**src/rtl/imem_fetch_queue.sv**
```systemverilog
// imem_fetch_queue: instruction fetch engine with a DEPTH-entry {instr, pc} queue and branch redirect flush
module imem_fetch_queue #(
    parameter int          DEPTH    = 4,
    parameter logic [31:0] RESET_PC = 32'h0
) (
    input  logic        clk,
    input  logic        reset,
    output logic        mem_req,
    output logic [5:0]  mem_addr,
    input  logic        mem_ack,
    input  logic [31:0] mem_rdata,
    output logic [31:0] instr,
    output logic [31:0] instr_pc,
    output logic        instr_valid,
    input  logic        instr_ready,
    input  logic        redirect,
    input  logic [31:0] redirect_pc
);
    localparam int AW = $clog2(DEPTH);
    localparam logic [AW:0] FULL = (AW + 1)'(DEPTH);
    localparam logic [1:0] FETCH = 2'd0, WAIT = 2'd1, DISCARD = 2'd2;
    logic [1:0]    state, state_next;
    logic [31:0]   fetch_pc;
    logic [31:0]   q_instr [DEPTH];
    logic [31:0]   q_pc [DEPTH];
    logic [AW-1:0] head, tail;
    logic [AW:0]   count, count_next;
    logic          push, pop, room;
    assign push        = state == WAIT && mem_ack && !redirect;
    assign pop         = instr_valid && instr_ready && !redirect;
    assign count_next  = count + (AW + 1)'(push) - (AW + 1)'(pop);
    assign room        = count_next < FULL;
    assign instr_valid = count != '0;
    assign instr       = q_instr[head];
    assign instr_pc    = q_pc[head];
    assign mem_addr    = fetch_pc[7:2];
    // Next state: a redirect never issues a request; an ack caught in DISCARD always returns to FETCH
    always_comb begin
        state_next = state == FETCH ? ((!redirect && room) ? WAIT : FETCH) :
                     state == WAIT  ? (redirect ? (mem_ack ? FETCH : DISCARD) :
                                       (!mem_ack || room) ? WAIT : FETCH) :
                     state == DISCARD ? (mem_ack ? FETCH : DISCARD) : FETCH;
    end
    // Control state, pointers and fetch address; redirect flushes the queue and reloads fetch_pc
    always_ff @(posedge clk or posedge reset) begin
        if (reset) begin
            state    <= FETCH;
            mem_req  <= 1'b0;
            fetch_pc <= RESET_PC;
            head     <= '0;
            tail     <= '0;
            count    <= '0;
        end else begin
            state    <= state_next;
            mem_req  <= state_next == WAIT;
            count    <= redirect ? '0 : count_next;
            head     <= redirect ? '0 : head + AW'(pop);
            tail     <= redirect ? '0 : tail + AW'(push);
            fetch_pc <= redirect ? (redirect_pc & ~32'h3) : push ? fetch_pc + 32'd4 : fetch_pc;
        end
    end
    // Queue storage: the returned word is tagged with the address it was fetched from
    always_ff @(posedge clk) begin
        if (push) begin
            q_instr[tail] <= mem_rdata;
            q_pc[tail]    <= fetch_pc;
        end
    end
endmodule

```
**config.mk**
```make
export PLATFORM = sky130hd
export DESIGN_NAME = imem_fetch_queue
export DESIGN_NICKNAME = d
export VERILOG_FILES = /design/src/rtl/imem_fetch_queue.sv
export SDC_FILE = /design/constraint.sdc
export NUM_CORES = 1
export LEC_CHECK = 0
export BUFFER_PORTS_ARGS = -buffer_cell sky130_fd_sc_hd__buf_2
export CORE_MARGIN = 1
export CORE_UTILIZATION = 30
export DETAILED_ROUTE_END_ITERATION = 10
export PLACE_DENSITY = 0.44
export SLEW_MARGIN = 15
export SYNTH_ARGS = -nofsm -noshare
export SYNTH_HDL_FRONTEND = slang
export SYNTH_SLANG_ARGS = --single-unit
```
**constraint.sdc**
```tcl
create_clock -name clk -period 12 [get_ports clk]
set_input_delay 1.2 -clock clk [delete_from_list [all_inputs] [get_ports clk]]
set_output_delay 1.2 -clock clk [all_outputs]
set_load 0.005 [all_outputs]
```
== Word-level counts from Yosys, hierarchy flattened ==
Memory sizes are Yosys's and may differ from the RTL's.
Index checks and enable logic that the tools add are counted.
Word-level totals
  memories: 2
  bits of input ports: 69
  register bits: 42
  RAM bits: 256
  word-level logic and storage cells: 42
Memories
  q_instr: depth 4, bits a word 32, rd ports 1, clocked after Yosys merged registers in 0, wr ports 1, RTL line 24  | logic [31:0] q_instr [DEPTH];
  q_pc: depth 4, bits a word 32, rd ports 1, clocked after Yosys merged registers in 0, wr ports 1, RTL line 25  | logic [31:0] q_pc [DEPTH];
Cells by class
  $add $sub $neg: 5
  equal/unequal tests: 3
  multiplexer cells: 14
  reduce and logical (&&, ||, !) cells: 11
  magnitude comparators: 1
Operators by type and width (count)
  $mux 32: 2
  $add 32x3->32 const B: 1
  $mux 2: 7
  $logic_and 1x1->1: 5
  $add 2x1->2: 2
  $eq 2x1->1 const B: 2
  $mux 1: 4
  $add 3x1->3: 1
  $lt 3x3->1 const B: 1
  $mux 3: 1
  $reduce_bool 3->1: 1
  $sub 3x1->3: 1
  $eq 2x2->1 const B: 1
  $logic_not 1->1: 2
  $logic_not 2->1: 1
  $reduce_bool 2->1: 1
  $logic_or 1x1->1: 1

== Logic depth before layout (Yosys ltp) ==
Gate-level depths: netlist (run 1).
  depth in word-level cells: 12
  mapped depth: 12
  mapped depth without buffers: 12

== Least setup slack after synthesis (run 1) ==
Ideal clock, no wire load.
  kind: input to register
  from: in redirect
  to: mem q_instr[1][0] (enable)
  arrival: 6.177 ns
  path slack: 5.252 ns
  path buffers: 1
  cell stages on the path: 4
  cell sequence: clkbuf_1 -> nor2_1 -> inv_1 -> nor3b_1
Between the ends
  cells in the longest elaborated chain, start to end: 4
Ends and longest elaborated chain
  start, declared: RTL line 16  | input logic redirect,
  $logic_not 1->1: RTL line 29  | assign push = state == WAIT && mem_ack && !redirect;
  $logic_and 1x1->1: RTL line 29
  $mux 1: RTL line 64  | if (push) begin
  $mux 1 (implied by the code): RTL line 65  | q_instr[tail] <= mem_rdata;
  end, declared: RTL line 24
No other way between the ends.

== Worst setup path in the final report (run 1) ==
  from: reg head[0]
  to: out instr[11]
Between the ends
  cells in the longest elaborated chain, start to end: 1
Ends and longest elaborated chain
  start, declared: RTL line 26  | logic [AW-1:0] head, tail;
  start signal, assigned: RTL line 57  | head <= redirect ? '0 : head + AW'(pop);
  $mem_v2 4x32
  end, declared: RTL line 12  | output logic [31:0] instr,
No other way between the ends.

==> results of run 1 <==
-- path summary, 6_finish.rpt --
kind	start	slack, ns	end
max in group asynchronous	reset	10.76	head[1]
min	state[1]	0.56	mem_req
max reg2reg	state[1]	9.24	q_instr[2][2]
min in group asynchronous	reset	0.83	fetch_pc[2]
max	head[0]	7.94	instr[11]
min reg2reg	state[1]	0.56	mem_req
-- layer usage --
metal	wire, um	global-route usage [%]	up-vias	share of wire [%]
met5	8	0	-	0.033
met4	613	4.23	2	2.6
met3	1250	2.99	52	5.2
met2	11600	21.0	151	48
met1	10400	16.5	2906	44
li1	-	-	2528	-
-- power by group --
group          internal [mW]  switching, mW  leakage, nW
Combinational          0.135          0.120         1.36
Sequential              1.14         0.0497         2.74
Clock                  0.599          0.386        0.510
Total                   1.88          0.556         4.60
-- stage by stage --
step                cell area, sq um  power, mW  worst slack, ns  cells
detailed placement             12400       1.48             8.08   1143
floorplan                      11200       1.36             5.25    566
global route                   13400       2.54             7.66   1203
finish                         13400       2.43             7.94   1203
CTS                            13400       2.48             7.75   1203
global placement               12400       1.47             8.18   1143
-- layout make-up --
class	instances	area share (%)
Clock buffer	46	6.83
Clock inverter	14	1.06
Inverter	6	0.168
Multi-Input combinational cell	237	19.1
Sequential cell	288	63.0
Tap cell	468	4.36
Timing Repair Buffer	144	5.52
-- cells in the mapped netlist, drive strengths merged --
library cell | n | area, sq um
a21oi | 2 | 10.0
and2 | 2 | 12.5
and3 | 8 | 55.1
and3b | 1 | 8.76
and4 | 1 | 8.76
buf | 21 | 149
clkbuf | 14 | 52.6
conb | 1 | 3.75
dfrtp | 40 | 1000
edfxtp | 248 | 7450
fa | 1 | 20.0
ha | 5 | 62.6
inv | 6 | 22.5
mux2 | 2 | 22.5
mux2i | 1 | 10.0
mux4 | 62 | 1400
nand2 | 37 | 139
nand2b | 1 | 6.26
nand3 | 9 | 62.6
nand3b | 2 | 27.5
nand4 | 17 | 113
nor2 | 10 | 42.5
nor2b | 3 | 18.8
nor3 | 6 | 41.3
nor3b | 2 | 15.0
nor4 | 1 | 21.3
o21ai | 28 | 140
or3 | 1 | 6.26
xnor2 | 9 | 78.8
xor2 | 24 | 210
-- kinds of logic after synthesis --
| logic type | count (synthesis) |
|---|---|
| and+or+nand+nor | 101 |
| muxes | 65 |
| buffers and inverters | 41 |
| xor gates and xnor gates | 33 |
| AOI/OAI and AO/OA | 30 |
| other | 1 |
| DFF | 288 |
| adders and majority gates | 6 |
-- critical path: stages, from the launching register on --
cell and delay, ns:
sky130_fd_sc_hd__dfrtp_4 0.78, sky130_fd_sc_hd__buf_4 0.77, sky130_fd_sc_hd__mux4_2 0.63, sky130_fd_sc_hd__buf_2 0.15
-- sequential cells by signal, indices dropped and copies added, names as in the netlist --
name and flops:
q_instr 128, q_pc 120, fetch_pc 30, count 3
head 2, state 2, tail 2, mem_req 1
==> metrics.cfg, run 1 <==
[synthesis]
synth_simple_gate_area_share_pct = 5.16
post_synth_num_cell_types = 40
synth_top_family_by_area = multiplexers
synth.mux.area_fraction_pct = 12.8
postSynthRegisterBits = 288
syn_inst = 565
synth.yosys.warnings = 0
synth-xor-area-share_pct = 2.58
synth_compound_area_share_pct = 1.34
synth_area_sq_um = 11200
postSynthAreaPerCell_sq_um = 19.8
synth_sequential_area_ratio_pct = 75.4
fraction_of_the_mapped_netlist_area_in_adder_cells_pct = 0.737

[setup_path]
rr_worst_depth = 5
critPathCaptureType = output pin
crit_arrival_ns = 2.86
worst-setup-path-type = reg -> out
worst-path-max-fanout = 40
worst_setup_sp_type = register
timing.critical_path.required_ns = 10.80

[route]
remaining_drc_errors = 0
post_drt_wl_per_cell_um = 19.9
num_vias = 5639
post_detailed_route_count_of_antenna_violating_nets = 0
dr.pass1.iters = 4
detail_route.iter0.violations = 239
post_drt_via_cell_ratio = 4.69
drt_wirelength_mm = 23.9

[floorplan]
die_w_um = 195
dieArea_sq_um = 38100
ioPinCount = 141
initial_utilization_pct = 30.5
core_area_sq_um = 36700
core.rowCount = 70
die_height_um = 195

[placed_design]
numPortBuffers = 136
routabilityCongestion = 0.699
dp_hpwl_mm = 14.0

[outcome]
run_status = completed

[global_routing]
grt_overflow = 0
grt.total_usage_pct = 12.7
grt_pass1_wl_mm = 36.5
first_global_vias = 6150
grt_start_max_net_pins = 71
number_of_antenna_violations_at_the_first_check_in_global_routing = 1

[sta]
setup_repair_after_global_routing_missed_its_margin = no
timing.clock.skew_ns = 0.00979
crit_share_post_route_pct = 33.9
timing.hold.ws_ns = 0.555
setup_viol = 0
worst_slew_margin_rel_pct = 28.2
period_minus_slack_ns = 4.06
max_freq_mhz = 246
totalNegativeSetupSlack_ns = 0
worst_pin_slew_ns = 1.08
finalHoldViolCount = 0
drv_slew = 0

[hold_path]
hold_path_stages = 1
worst_hold_path_type = reg -> reg

[clock_network]
clkTransAtPathRegs_ns = 0.06
clock_latency_ns = 0.50
cts_setup_buffers = 0
clock_buffers_created_by_tritoncts = 34
cts_tree = done
clock_tree.root_cell = sky130_fd_sc_hd__clkbuf_16
numClockSinks = 288
post_cts_resized = 0
clock_path_buffers = 3
htree_levels = 2
holdBufCountCts = 0

[final_layout]
final_nets = 786
finalCoreUtilization_pct = 36.6
final_layout_size_suffix_gt1_share_pct = 36.1
fill_cells = 3406
final_common_cell = sky130_fd_sc_hd__edfxtp_1
num_antenna_cells = 0
multi_input_gate_area_in_the_final_layout_sq_um = 2560
most-common-layout-cells = 248 x sky130_fd_sc_hd__edfxtp_1, 136 x sky130_fd_sc_hd__buf_2, 62 x sky130_fd_sc_hd__mux4_2
seq_area_sq_um = 8460
areaGrowthSynthToFinish_pct = 19.8

[power_and_ir_drop]
leakage_nw = 4.60
maximum_vdd_drop_uv = 81.3
powerDensity_nw_per_um2 = 181

[job]
maxCapViolations = 0

(Power assumes the default switching activity.)
==> inputs of run 2 (changes only) <==
--- a/config.mk
+++ b/config.mk
@@ -5,11 +5,12 @@
 export SDC_FILE = /design/constraint.sdc
 export NUM_CORES = 1
 export LEC_CHECK = 0
+export ABC_AREA = 1
 export BUFFER_PORTS_ARGS = -buffer_cell sky130_fd_sc_hd__buf_2
 export CORE_MARGIN = 1
 export CORE_UTILIZATION = 30
 export DETAILED_ROUTE_END_ITERATION = 10
-export PLACE_DENSITY = 0.44
+export PLACE_DENSITY = 0.45
 export SLEW_MARGIN = 15
 export SYNTH_ARGS = -nofsm -noshare
 export SYNTH_HDL_FRONTEND = slang
==> constraint.sdc (replaced) <==
create_clock -name clk -period 3.6 [get_ports clk]
set_input_delay 0.36 -clock clk [delete_from_list [all_inputs] [get_ports clk]]
set_output_delay 0.36 -clock clk [all_outputs]
set_load 0.005 [all_outputs]
==> run 2 against run 1 <==
  * Setup slack worse by 7.1 ns
  * Core utilization up 0.26 points
  * Wire length up 29%
  * Clock skew up 0.0043 ns
  * Non-clock buffer count up 7
  * Sequential share of layout area down 3.9 points
  * Flip-flop and latch count unchanged
  * Combinational power rose to 5.1 times the previous value
  * Sequential power rose to 3.4 times the previous value
  * Critical path depth up 2
  * Clock power rose to 3.5 times the previous value
  * Highest routed layer is now met4
==> metrics.cfg, run 2 <==
[final_layout]
finalInstanceArea_sq_um = 14300  ; +6.6%
num_antenna_cells = 0  ; unchanged
final_layout_size_suffix_gt1_share_pct = 19.9  ; -16 points
most-common-layout-cells = 248 x sky130_fd_sc_hd__edfxtp_1, 192 x sky130_fd_sc_hd__nor2_1, 136 x sky130_fd_sc_hd__buf_2
final_nets = 1215  ; +55%
largest_registers = q_instr: 128 flops, q_pc: 120 flops, fetch_pc: 30 flops
max_ffs_per_register = 128  ; unchanged
register_with_the_highest_flop_count = q_instr
final_common_cell = sky130_fd_sc_hd__edfxtp_1
areaGrowthSynthToFinish_pct = 20.5

[route]
drt_wirelength_mm = 30.8  ; +29%
num_vias = 7966  ; +41%
post_drt_via_cell_ratio = 4.73  ; +0.92%
post_drt_wl_per_cell_um = 18.3  ; -7.9%
dr.pass1.iters = 4  ; unchanged
post_detailed_route_count_of_antenna_violating_nets = 0  ; unchanged
detail_route.iter0.violations = 429  ; +79%
remaining_drc_errors = 0  ; unchanged

[setup_path]
worst_setup_sp_type = register
timing.critical_path.max_delay_family = buffers and inverters
worst-path-max-fanout = 41  ; +2.5%
timing.critical_path.cells = clkinv_2 > buf_12 > o21ai_0 > o22ai_1 > buf_2
startpoint = head[0]
reg2reg_from = state[1]
crit_arrival_ns = 2.37  ; -0.49 ns
critical-path-slowest-cell = sky130_fd_sc_hd__clkinv_2
timing.critical_path.required_ns = 3.24  ; -7.56 ns
worst-setup-path-type = reg -> out
critPathCaptureType = output pin
path_buf_inv = 3  ; +1
crit_path_max_incr_delay_ns = 0.53  ; -0.25 ns

[outcome]
run_status = completed

[sta]
setup_repair_after_global_routing_missed_its_margin = no
min_setup_slack_post_route_ns = 0.868  ; -7.07 ns
setup_viol = 0  ; unchanged
worst_slew_margin_rel_pct = 36.3  ; +8.2 points
drv_slew = 0  ; unchanged
period_minus_slack_ns = 2.73
timing.clock.skew_ns = 0.0141  ; +0.00435 ns
max_freq_mhz = 366
crit_share_post_route_pct = 75.9
worst_pin_slew_ns = 0.954  ; -0.124 ns
finalHoldViolCount = 0  ; unchanged
totalNegativeSetupSlack_ns = 0  ; unchanged

[synthesis]
async_set_reset_flop_share_out_of_synthesis_pct = 13.9  ; unchanged
synth.top_cells.by_area = sky130_fd_sc_hd__edfxtp_1 63%, sky130_fd_sc_hd__dfrtp_1 8.4%, sky130_fd_sc_hd__nor2_1 6.1%, sky130_fd_sc_hd__o21ai_0 5.4%, sky130_fd_sc_hd__nand2_1 4.1%
synth_area_sq_um = 11900  ; +6.0%
share_of_yosys_cell_area_claimed_by_the_top_area_cell_type_pct = 62.7  ; -3.7 points
synth_most_common_cell = sky130_fd_sc_hd__edfxtp_1
synthTopCellsByCount = 248 x sky130_fd_sc_hd__edfxtp_1, 192 x sky130_fd_sc_hd__nor2_1, 130 x sky130_fd_sc_hd__nand2_1
syn_inst = 1010  ; +79%
synth_edf_count = 248  ; unchanged
post_synth_num_cell_types = 33  ; -18%
synth_top_flop_cell = sky130_fd_sc_hd__edfxtp_1
postSynthAreaPerCell_sq_um = 11.8  ; -41%
postSynthRegisterBits = 288  ; unchanged
synth.largest_area_cell = sky130_fd_sc_hd__edfxtp_1
synth_sequential_area_ratio_pct = 71.2  ; -4.2 points
synth.yosys.warnings = 0  ; unchanged

[power_and_ir_drop]
power_switching_share_pct = 26.8  ; +3.9 points
totalPowerFinal_mw = 8.84  ; +260%
leakage_nw = 5.23  ; +14%
powerDensity_nw_per_um2 = 618  ; +240%
share_clk_of_total_power_pct = 38.8  ; -1.7 points
power_frac_comb_pct = 14.8  ; +4.3 points
seq_power_share_pct = 46.4  ; -2.6 points
maximum_vdd_drop_uv = 295  ; +260%
net-switching-power_mw = 2.37  ; +330%
internal_power_mw = 6.47  ; +250%

[clock_network]
clock_path_buffers = 3  ; unchanged
clock_buffers_created_by_tritoncts = 35  ; +2.9%
numClockSinks = 288  ; unchanged
clock_latency_ns = 0.51  ; about the same
holdBufCountCts = 0  ; unchanged
post_cts_resized = 0  ; unchanged
clock_tree.root_cell = sky130_fd_sc_hd__clkbuf_16
htree_levels = 2  ; unchanged
clkTransAtPathRegs_ns = 0.06  ; about the same
cts_tree = done
cts_setup_buffers = 0  ; unchanged

[floorplan]
core_area_sq_um = 38800  ; +5.8%
dieArea_sq_um = 40400  ; +5.9%
core.rowCount = 72  ; +2.9%
ioPinCount = 141  ; unchanged
initial_utilization_pct = 30.6  ; +0.043 points
die_height_um = 201  ; +2.9%
die_w_um = 201  ; +2.9%

[global_routing]
grt.total_usage_pct = 15.1  ; +2.4 points
grt_overflow = 0  ; unchanged
number_of_antenna_violations_at_the_first_check_in_global_routing = 0  ; -1
first_global_vias = 7856  ; +28%
grt_start_max_net_pins = 126  ; +77%
grt_pass1_wl_mm = 46.8  ; +28%

[placed_design]
routabilityCongestion = 0.784  ; +12%
numPortBuffers = 136  ; unchanged
dp_hpwl_mm = 17.9  ; +28%
detailedPlace.worstSlack_ns = 0.665  ; -7.42 ns
dpl_cell_area_sq_um = 13200  ; +6.5%

[hold_path]
worst_hold_path_type = in -> async

[job]
maxCapViolations = 0  ; unchanged

## run 2: changes by cell type after synthesis, sizes merged, moves of 19 or more
cell,change
inv,+40
nand2,+97
xor2,-19
o21ai,+100
mux4,-62
nor2,+196
nand3,+28
o22ai,+63
## run 2: metrics by stage
step           hold WS (ns)  instances  utilization, %
2_1_floorplan         0.458       1011               -
3_3_place_gp          0.502       1621            33.9
3_5_place_dp          0.519       1621            33.9
4_1_cts              0.0344       1684            36.8
5_1_grt              0.0462       1684            36.8
6_report             0.0623       1684            36.8
## run 2: final cells by class
class	instances	area, sq um
timing repair buffer	151	906
sequential	288	8450
clock buffer	46	981
inverter	46	174
tap	518	648
multi-input combinational	618	2990
clock inverter	17	151
fill	3857	24500
## run 2: cell families (layout without fill, tap and decap cells)
| family | Yosys count | in the layout | share of synthesized area (%) |
|---|---|---|---|
| adders and majority gates | 6 | 6 | 0.696 |
| DFF | 288 | 288 | 71.2 |
| AOI/OAI and AO/OA | 215 | 215 | 10.0 |
| xor gates and xnor gates | 8 | 8 | 0.590 |
| and+or+nand+nor | 387 | 387 | 13.4 |
| other | 1 | 2 | 0.0316 |
| buffers and inverters | 105 | 260 | 4.07 |
## run 2: routing by layer
metal / routed length (um) / up-vias / global-route usage [%] / share of wire (%)
met5: 0 / - / 0 / 0
met4: 767 / 0 / 4.72 / 2.5
met3: 1190 / 49 / 2.55 / 3.9
met2: 14100 / 173 / 23.9 / 46
met1: 14700 / 3912 / 21.2 / 48
li1: - / 3832 / - / -
## run 2: worst paths after layout
path,endpoint,slack (ns),depth (start not counted)
max in group asynchronous,head[0],2.85,2
setup reg to reg,state[0],0.95,13
min in group clk,q_instr[2][3],0.07,1
hold / removal,fetch_pc[23],0.06,2
hold reg to reg,state[1],0.53,2
setup / recovery,instr_pc[16],0.87,5
## run 2: power by group through the flow
stage               logic [mW]  registers [mW]  clock network, mW
CTS                       1.35            4.11               3.54
detailed placement        1.34            4.17                  0
global placement          1.34            4.17                  0
floorplan                0.819            4.08                  0
finish                    1.31            4.10               3.43
global route              1.49            4.13               3.65
==> inputs of run 3 (changes only) <==
--- a/config.mk
+++ b/config.mk
@@ -5,7 +5,7 @@
 export SDC_FILE = /design/constraint.sdc
 export NUM_CORES = 1
 export LEC_CHECK = 0
-export ABC_AREA = 1
+export ABC_AREA = 0
 export BUFFER_PORTS_ARGS = -buffer_cell sky130_fd_sc_hd__buf_2
 export CORE_MARGIN = 1
 export CORE_UTILIZATION = 30
==> constraint.sdc (replaced) <==
create_clock -name clk -period 2.5 [get_ports clk]
set_input_delay 0.25 -clock clk [delete_from_list [all_inputs] [get_ports clk]]
set_output_delay 0.25 -clock clk [all_outputs]
set_load 0.005 [all_outputs]
==> run 3 against run 2 <==
  * Critical path depth grew 6
  * First-iteration DRC count shrank 49%
  * Hold slack lost 0.039 ns
  * Total power grew 35%
  * Via count shrank 26%
  * Combinational power grew 12%
  * Core utilization grew 2.3 points
  * Largest power group unchanged
  * Register-to-register slack lost 0.92 ns
==> metrics.cfg, run 3 (synthesis results as in run 1) <==
[clock_network]
clock_latency_ns = 0.49  ; -0.02 ns
clkTransAtPathRegs_ns = 0.06  ; about the same
clock_path_buffers = 3  ; unchanged
htree_levels = 2  ; unchanged
clock_buffers_created_by_tritoncts = 34  ; -2.9%
cts_tree = done
numClockSinks = 288  ; unchanged
clock_tree.root_cell = sky130_fd_sc_hd__clkbuf_16

[global_routing]
grt_pass1_wl_mm = 37.7  ; -19%
first_global_vias = 6377  ; -19%
grt_start_max_net_pins = 48  ; -62%
grt_overflow = 0  ; unchanged
number_of_antenna_violations_at_the_first_check_in_global_routing = 0  ; unchanged
grt.total_usage_pct = 13.0  ; -2.1 points

[hold_path]
worst_hold_path_type = in -> reg
destination_of_the_worst_hold_path = fetch_pc[27]
timing.hold.worst.start = redirect_pc[27]
hold_path_stages = 3

[sta]
drv_slew = 0  ; unchanged
worst_slew_margin_rel_pct = 43.7  ; +7.3 points
timing.clock.skew_ns = 0.00578  ; -0.00836 ns
setup_repair_after_global_routing_missed_its_margin = yes
finalHoldViolCount = 0  ; unchanged
worst_pin_slew_ns = 0.840  ; -0.114 ns
min_setup_slack_post_route_ns = 0.0315  ; -0.837 ns
max_freq_mhz = 405
setup_viol = 0  ; unchanged
crit_share_post_route_pct = 98.7
period_minus_slack_ns = 2.47

[job]
maxCapViolations = 0  ; unchanged

[route]
post_drt_via_cell_ratio = 4.56  ; -3.5%
highest-signal-layer = met4
met2WireLength_mm = 11.9  ; -16%
drt_wirelength_mm = 24.4  ; -21%
detail_route.iter0.violations = 219  ; -49%
post_detailed_route_count_of_antenna_violating_nets = 0  ; unchanged
remaining_drc_errors = 0  ; unchanged
num_vias = 5865  ; -26%
post_drt_wl_per_cell_um = 19.0  ; +3.8%
dr.pass1.iters = 4  ; unchanged
wire_length_on_met3_um = 931  ; -22%
met1_length_mm = 11.1  ; -24%

[floorplan]
die_height_um = 195  ; -2.8%
initial_utilization_pct = 30.5  ; -0.043 points
core.rowCount = 70  ; -2.8%
dieArea_sq_um = 38100  ; -5.6%
die_w_um = 195  ; -2.8%
core_area_sq_um = 36700  ; -5.5%
ioPinCount = 141  ; unchanged

[setup_path]
timing.critical_path.required_ns = 2.91  ; -0.33 ns
timing.critical_path.cells = or3_1 > and3b_2 > ha_4 > inv_1 > ha_1 > inv_1 > fa_2 > xor2_1 > xnor2_1 > a21oi_1 > nor3_1
reg2reg_from = count[1]
rr_worst_depth = 11  ; -2
worst_setup_sp_type = register
crit_path_max_incr_delay_ns = 0.39  ; -0.14 ns
worst-setup-path-type = reg -> reg
worst-path-max-fanout = 2  ; -95%
r2r-end = mem_req
critical-path-slowest-cell = sky130_fd_sc_hd__or3_1
r2r_setup_slack_ns = 0.03  ; -0.92 ns
critPathCaptureType = register
path_buf_inv = 2  ; -1
crit_arrival_ns = 2.88  ; +0.51 ns
critical-path-top-cell-by-count = sky130_fd_sc_hd__inv_1
timing.critical_path.max_delay_family = simple AND/OR/NAND/NOR gates

[placed_design]
routabilityCongestion = 0.722  ; -7.9%
dp_hpwl_mm = 15.2  ; -15%
dpl.cell_count = 1159  ; -29%
detailedPlace.worstSlack_ns = 0.0226  ; -0.642 ns
numPortBuffers = 136  ; unchanged

[final_layout]
layout.cells.non_filler = 1285  ; -24%
final_nets = 866  ; -29%
areaGrowthSynthToFinish_pct = 28.2
num_antenna_cells = 0  ; unchanged
most-common-layout-cells = 248 x sky130_fd_sc_hd__edfxtp_1, 136 x sky130_fd_sc_hd__buf_2, 62 x sky130_fd_sc_hd__mux4_2, 62 x sky130_fd_sc_hd__dlygate4sd3_1, 38 x sky130_fd_sc_hd__dfrtp_1
final_common_cell = sky130_fd_sc_hd__edfxtp_1
fill_cells = 3422  ; -11%
max_ffs_per_register = 128  ; unchanged
register_with_the_highest_flop_count = q_instr
final_layout_size_suffix_gt1_share_pct = 36.4  ; +16 points
largest_registers = q_instr: 128 flops, q_pc: 120 flops, fetch_pc: 30 flops

[outcome]
run_status = completed

[power_and_ir_drop]
maximum_vdd_drop_uv = 368  ; +25%
powerDensity_nw_per_um2 = 830  ; +34%
leakage_nw = 5.00  ; -4.3%

## run 3: changes by cell type in the layout (fill, tap and decap cells not counted), sizes merged, moves of 16 or more
cell,previous run,this run
dlygate4sd3,0,62
o22ai,63,0
nand4,1,17
o21ai,128,28
nand2,134,37
nor2,206,10
inv,45,5
mux4,0,62
xor2,5,24
nand3,37,9
## run 3: per-layer routing
| metal | global-route usage, % | up-vias |
|---|---|---|
| li1 | - | 2699 |
| met1 | 17.4 | 3000 |
| met2 | 21.8 | 133 |
| met3 | 2.47 | 33 |
| met4 | 3.38 | 0 |
| met5 | 0 | - |
## run 3: stage by stage
stage	TNS (ns)	cell area, sq um	hold slack, ns	power [mW]	utilization (%)
2_1_floorplan	-34.69	11200	0.313	6.54	-
3_3_place_gp	0	12600	0.318	7.15	34.3
3_5_place_dp	0	12600	0.337	7.17	34.3
4_1_cts	0	14300	0.00890	12.1	39.1
5_1_grt	-0.132	14400	0.0165	12.4	39.1
6_report	0	14400	0.0238	11.9	39.1
## run 3: worst max-delay path by stage
stage | from | endpoint | cells past startpoint
after global routing | count[1] | mem_req | 11
after global placement | count[0] | mem_req | 11
final | count[1] | mem_req | 11
after floorplan | state[1] | q_instr[1][0] | 4
after CTS | count[0] | state[0] | 11
after detailed placement | count[0] | state[0] | 11
## run 3: worst register-to-register path, delay by kind of cell (launching register included)
family / cells / cell delay [ns]
and+or+nand+nor: 3 / 0.82
adders and majority gates: 3 / 0.67
DFF: 1 / 0.38
xor gates and xnor gates: 2 / 0.36
buffers and inverters: 2 / 0.10
AOI/OAI and AO/OA: 1 / 0.08
## run 3: cell type report
class	instances	area, sq um	area share (%)
inverters	6	22.5	0.157
multi-input cells	237	2590	18.1
clock buffers	43	958	6.67
clock inverters	19	149	1.04
repair buffers	224	1600	11.1
well taps	468	586	4.08
flip-flops and latches	288	8460	58.9
## run 3: timing repair
action / CTS / global route
setup endpoints to repair: 2 / 2
endpoints found under the hold margin: 177 / 0
buffers inserted: 2 / 0
pin swaps: 1 / 4
hold buffers: 62 / 0
gates resized for setup: 0 / 3
## run 3: power by group
group	switching, mW	leakage [nW]	internal [mW]
clock	1.86	0.539	2.92
sequential	0.184	2.74	5.48
combinational	0.680	1.73	0.787
total	2.73	5.00	9.19
